--- src/rtl/l1_fill_arbiter.sv ---
// Miss/fill controller for the L1 block cache: round-robin arbitration over lane misses,
// one outstanding backing-store fetch, and a merged fill broadcast with timeout abort.
module l1_fill_arbiter #(
    parameter int unsigned N_REQ   = 4,
    parameter int unsigned POS_W   = 16,
    parameter int unsigned TYPE_W  = 8,
    parameter int unsigned TIMEOUT = 256
) (
    input  logic                     clk_in,
    input  logic                     rst_in,
    input  logic [N_REQ-1:0]         req_valid_in,
    input  logic [N_REQ*POS_W-1:0]   req_pos_in,
    output logic [N_REQ-1:0]         fill_valid_out,
    output logic [POS_W-1:0]         fill_pos_out,
    output logic [TYPE_W-1:0]        fill_type_out,
    output logic                     fill_err_out,
    output logic                     mem_req_valid_out,
    input  logic                     mem_req_ready_in,
    output logic [POS_W-1:0]         mem_req_pos_out,
    input  logic                     mem_rsp_valid_in,
    input  logic [TYPE_W-1:0]        mem_rsp_type_in,
    output logic                     busy_out
);

    localparam int unsigned PtrW = (N_REQ > 1) ? $clog2(N_REQ) : 1;
    localparam int unsigned CntW = $clog2(TIMEOUT);
    localparam logic [PtrW-1:0] LastLane = PtrW'(N_REQ - 1);
    localparam logic [CntW-1:0] LastCnt  = CntW'(TIMEOUT - 1);

    typedef enum logic [1:0] {StIdle, StIssue, StWait, StResp} state_e;

    state_e            state_q;
    logic [PtrW-1:0]   rr_q;
    logic [PtrW-1:0]   gnt_q;
    logic [POS_W-1:0]  pos_q;
    logic [CntW-1:0]   cnt_q;

    logic              gnt_found;
    logic [PtrW-1:0]   gnt_idx;
    int unsigned       lane;
    logic [POS_W-1:0]  gnt_pos;
    logic [N_REQ-1:0]  hit;
    logic [PtrW-1:0]   rr_next;

    // First pending lane at or above the round-robin pointer, wrapping.
    always_comb begin
        gnt_found = 1'b0;
        gnt_idx   = '0;
        lane      = 0;
        for (int unsigned i = 0; i < N_REQ; i++) begin
            lane = (32'(rr_q) + i) % N_REQ;
            if (!gnt_found && req_valid_in[lane]) begin
                gnt_found = 1'b1;
                gnt_idx   = PtrW'(lane);
            end
        end
    end

    assign gnt_pos = req_pos_in[gnt_idx*POS_W +: POS_W];

    // Every lane still waiting on the fetched position shares this fill.
    always_comb begin
        hit = '0;
        for (int unsigned i = 0; i < N_REQ; i++) begin
            hit[i] = req_valid_in[i] && (req_pos_in[i*POS_W +: POS_W] == pos_q);
        end
    end

    assign rr_next  = (gnt_q == LastLane) ? '0 : gnt_q + 1'b1;
    assign busy_out = (state_q != StIdle);

    always_ff @(posedge clk_in or negedge rst_in) begin
        if (!rst_in) begin
            state_q           <= StIdle;
            rr_q              <= '0;
            gnt_q             <= '0;
            pos_q             <= '0;
            cnt_q             <= '0;
            fill_valid_out    <= '0;
            fill_pos_out      <= '0;
            fill_type_out     <= '0;
            fill_err_out      <= 1'b0;
            mem_req_valid_out <= 1'b0;
            mem_req_pos_out   <= '0;
        end else begin
            fill_valid_out <= '0;
            fill_pos_out   <= '0;
            fill_type_out  <= '0;
            fill_err_out   <= 1'b0;
            unique case (state_q)
                StIdle: begin
                    if (gnt_found) begin
                        gnt_q             <= gnt_idx;
                        pos_q             <= gnt_pos;
                        mem_req_valid_out <= 1'b1;
                        mem_req_pos_out   <= gnt_pos;
                        state_q           <= StIssue;
                    end
                end
                StIssue: begin
                    if (mem_req_ready_in) begin
                        mem_req_valid_out <= 1'b0;
                        mem_req_pos_out   <= '0;
                        cnt_q             <= '0;
                        state_q           <= StWait;
                    end
                end
                StWait: begin
                    // A response in the final cycle beats the timeout.
                    if (mem_rsp_valid_in || (cnt_q == LastCnt)) begin
                        fill_valid_out <= hit;
                        fill_pos_out   <= pos_q;
                        fill_type_out  <= mem_rsp_valid_in ? mem_rsp_type_in : '0;
                        fill_err_out   <= !mem_rsp_valid_in;
                        state_q        <= StResp;
                    end else begin
                        cnt_q <= cnt_q + 1'b1;
                    end
                end
                StResp: begin
                    rr_q    <= rr_next;
                    state_q <= StIdle;
                end
                default: state_q <= StIdle;
            endcase
        end
    end

endmodule

--- config.mk ---
export PLATFORM = sky130hd
export DESIGN_NAME = l1_fill_arbiter
export DESIGN_NICKNAME = d
export VERILOG_FILES = /design/src/rtl/l1_fill_arbiter.sv
export SDC_FILE = /design/constraint.sdc
export NUM_CORES = 1
export LEC_CHECK = 0
export ABC_AREA = 1
export CAP_MARGIN = 20
export CORE_UTILIZATION = 45
export CTS_BUF_LIST = sky130_fd_sc_hd__clkbuf_4
export DETAILED_ROUTE_END_ITERATION = 7
export DONT_BUFFER_PORTS = 1
export PLACE_DENSITY = 0.59
export SLEW_MARGIN = 20
export SYNTH_ARGS = -nofsm -noshare
export SYNTH_HDL_FRONTEND = slang
export SYNTH_SLANG_ARGS = --single-unit
--- constraint.sdc ---
create_clock -name clk_in -period 2.44 [get_ports clk_in]
set_input_delay 0.488 -clock clk_in [delete_from_list [all_inputs] [get_ports clk_in]]
set_output_delay 0.488 -clock clk_in [all_outputs]
set_load 0.05 [all_outputs]
==> summary.txt <==
Outcome
  – Status: finished, final reports clean

Global route
  – First-pass GRT wire length: 23450 um
  – Number of antenna violations at the first check in global routing: 0
  – Total track usage: 28.49%
  – Largest net degree at the start of global routing: 77
  – Vias in the first global route: 4166
  – GR Overflow Total: 0

Clock network
  – CTS tree: yes
  – Root buffer cell: clkbuf_4
  – CTS resizes: 0
  – Post-CTS Hold Buffers: 2
  – CTS buffer count: 9
  – CTS max path bufs: 2
  – Clk sinks: 76
  – H-tree level count: 3
  – Worst-skew pair later-pin latency: 0.45 ns
  – # Post-CTS Setup Buffers: 0
  – Clk slew on worst S/H paths: 0.12 ns

Timing
  – RSZ-0062 raised after global routing: no
  – Fmax: 0.4718 GHz
  – Clock skew: 0.01960 ns
  – Fin. max-slew vios: 0
  – Final setup violation count: 0
  – Crit path time final: 2.120 ns
  – Period utilisation layout: 86.87%
  – Max_slew headroom: 53.26%
  – TNS Setup: 0 ns
  – Measured slew at the worst slew-check pin: 0.6978 ns
  – Final Hold Violating Endpoints: 0

Worst hold path
  – Worst min path class: input port to register

Route
  – Initial DRC Count: 420
  – Routed Antenna Nets: 0
  – Drt drc: 0
  – Via count: 4305
  – Post-DR wirelength/cell: 20.39 um
  – Via density per instance: 5.881
  – WL final: 14930 um
  – Pre-antenna DRT Iters: 5

Logic synthesis
  – Main area contributors after synthesis: dfrtp_1 (40%), nand2_1 (12%), nand3_1 (9.1%)
  – EDFF count, synth: 0
  – Yosys warns: 0
  – Simple-Gate Fraction of Synth Area: 37.29%
  – Post-synthesis compound-gate area fraction: 9.401%
  – Yosys top cell area share: 40.25%
  – Syn nets: 680
  – Synth Instances: 594
  – Main combinational cell family by area after synthesis: simple AND/OR/NAND/NOR gates
  – Synthesized flop and latch total: 76
  – Syn_area_per_cell: 7.954 um2
  – Mapped cell area: 4725 um2
  – Asr flop ratio synth: 100.0%
  – Multiplexer share of the synthesized area: 0%
  – Post-synthesis sequential area ratio: 40.25%
  – Synth Area in XOR/XNOR: 3.708%
  – Post-synth top area cell: dfrtp_1
  – Synth Area in Adders: 1.589%
  – Post-synth cell types: 37
  – Predominant post-synthesis flop cell: dfrtp_1

Layout
  – Commonest non-fill, non-tap cell in the layout: nand2_1
  – Most frequent cells in the layout: nand2_1 (148), nand3_1 (86), dfrtp_1 (76), inv_1 (39), o21ai_0 (27)
  – Filler instances: 1047
  – Ratio of cells with drive above 1 in the final layout: 13.42%
  – Reg area: 1902 um2
  – # diodes: 0
  – Area occupied by multi-input gates: 2456 um2
  – Final net count: 678
  – Layout area overhead: 4.476%
  – Fin util: 48.25%

Worst setup path
  – Worst setup path startpoint: state_q[0]
  – Endpoint type of the worst setup path: register
  – CP arrival: 2.49 ns
  – Startpoint types: register
  – CP endpoint: fill_valid_out[2]
  – Worst reg2reg path depth: 8
  – R2R Path Start: state_q[0]
  – WP data required: 2.81 ns
  – Reg2reg setup slack: 0.32 ns
  – RR Endpoint: fill_valid_out[2]
  – Crit Path Max Fanout: 10
  – Setup CP Type: register to register

Floorplanning
  – Die Ht: 104.5 um
  – Die ar.: 10910 um2
  – Initial Util: 46.18%
  – Area of the core: 10230 um2
  – Row cnt: 37
  – I/O pin cnt: 127
  – Die X: 104.5 um

Power
  – Power Density: 1586 nW/um2
  – Pleak: 2.360 nW
  – Pwr Total: 0.007828 W
  – Worst VDD drop: 0.7619 mV

Job
  – Max_cap viols: 0

Placement
  – HPWL Detailed: 11060 um
  – IO buf count: 0
  – GP Congestion: 0.9889
-- Yosys cell counts (all sizes together), types with 5 or more instances --
cell,count
dfrtp,76
o21ai,28
nand3,110
clkbuf,8
ha,6
nand4,9
nor3,19
a221oi,9
o22ai,15
buf,16
a21oi,7
a211oi,6
inv,43
xnor2,5
nor4,9
clkinv,7
xor2,15
nand2,170
nor2,25
-- logic make-up (layout without fill, tap and decap cells) --
logic type | after synthesis | in the layout
AOI/OAI and AO/OA | 69 | 69
and+or+nand+nor | 349 | 349
xor gates and xnor gates | 20 | 20
buffers and inverters | 74 | 76
DFF | 76 | 76
adders and majority gates | 6 | 6
-- registers in the layout (all words and copies together), names as in the netlist, 4 cells and up --
name,flops
fill_valid_out,4
pos_q,16
fill_type_out,8
cnt_q,8
mem_req_pos_out,16
fill_pos_out,16
-- area by class of cell --
cell class | count | share of cell area (%)
Clock inverter | 6 | 0.6591
Timing Repair Buffer | 11 | 2.383
Multi-Input combinational cell | 444 | 49.76
Sequential cell | 76 | 38.53
Tap cell | 136 | 3.447
Inverter | 50 | 3.853
Clock buffer | 9 | 1.369
-- through the flow --
stage                     hold slack (ns)  worst slack [ns]  instances  instance area, um2
after floorplan                    0.1924            0.6822        594                4725
after global placement             0.1938            0.3604        715                4798
after detailed placement           0.1939            0.3504        715                4798
after CTS                         0.06912            0.3345        732                4936
after global routing              0.08142            0.1810        732                4936
final                             0.09743            0.3203        732                4936
-- critical path, cell delays in order (launching register included) --
cell       delay [ns]
dfrtp_1          0.42
inv_1            0.10
ha_1             0.18
clkinv_1         0.32
a211oi_1         0.49
o2111ai_1        0.17
nor2_1           0.12
nand4_1          0.13
nor2_1           0.11
-- per-layer routing --
metal | track usage [%] | wire (um) | part of all wire (%)
met1 | 38.58 | 6339 | 42
met4 | 12.55 | 486 | 3.3
met5 | 0 | 0 | 0
met2 | 41.67 | 6375 | 43
met3 | 8.772 | 1724 | 12
-- report_power, final --
group | switching, W | internal (W) | total, W
Sequential | 0.000928 | 0.00164 | 0.00257
Clock | 0.000462 | 0.000193 | 0.000655
Combinational | 0.00321 | 0.00139 | 0.00460
Total | 0.00460 | 0.00323 | 0.00783
-- worst min path at each step --
stage | startpoint | endpoint | depth (start not counted)
2_1_floorplan | rst_in | cnt_q[0] | 0
3_3_place_gp | rst_in | fill_type_out[5] | 0
3_5_place_dp | rst_in | fill_type_out[5] | 0
4_1_cts | mem_rsp_valid_in | fill_err_out | 1
5_1_grt | mem_rsp_valid_in | fill_err_out | 1
6_report | mem_rsp_valid_in | fill_err_out | 1
No activity file was read; power rests on OpenSTA's default activity.
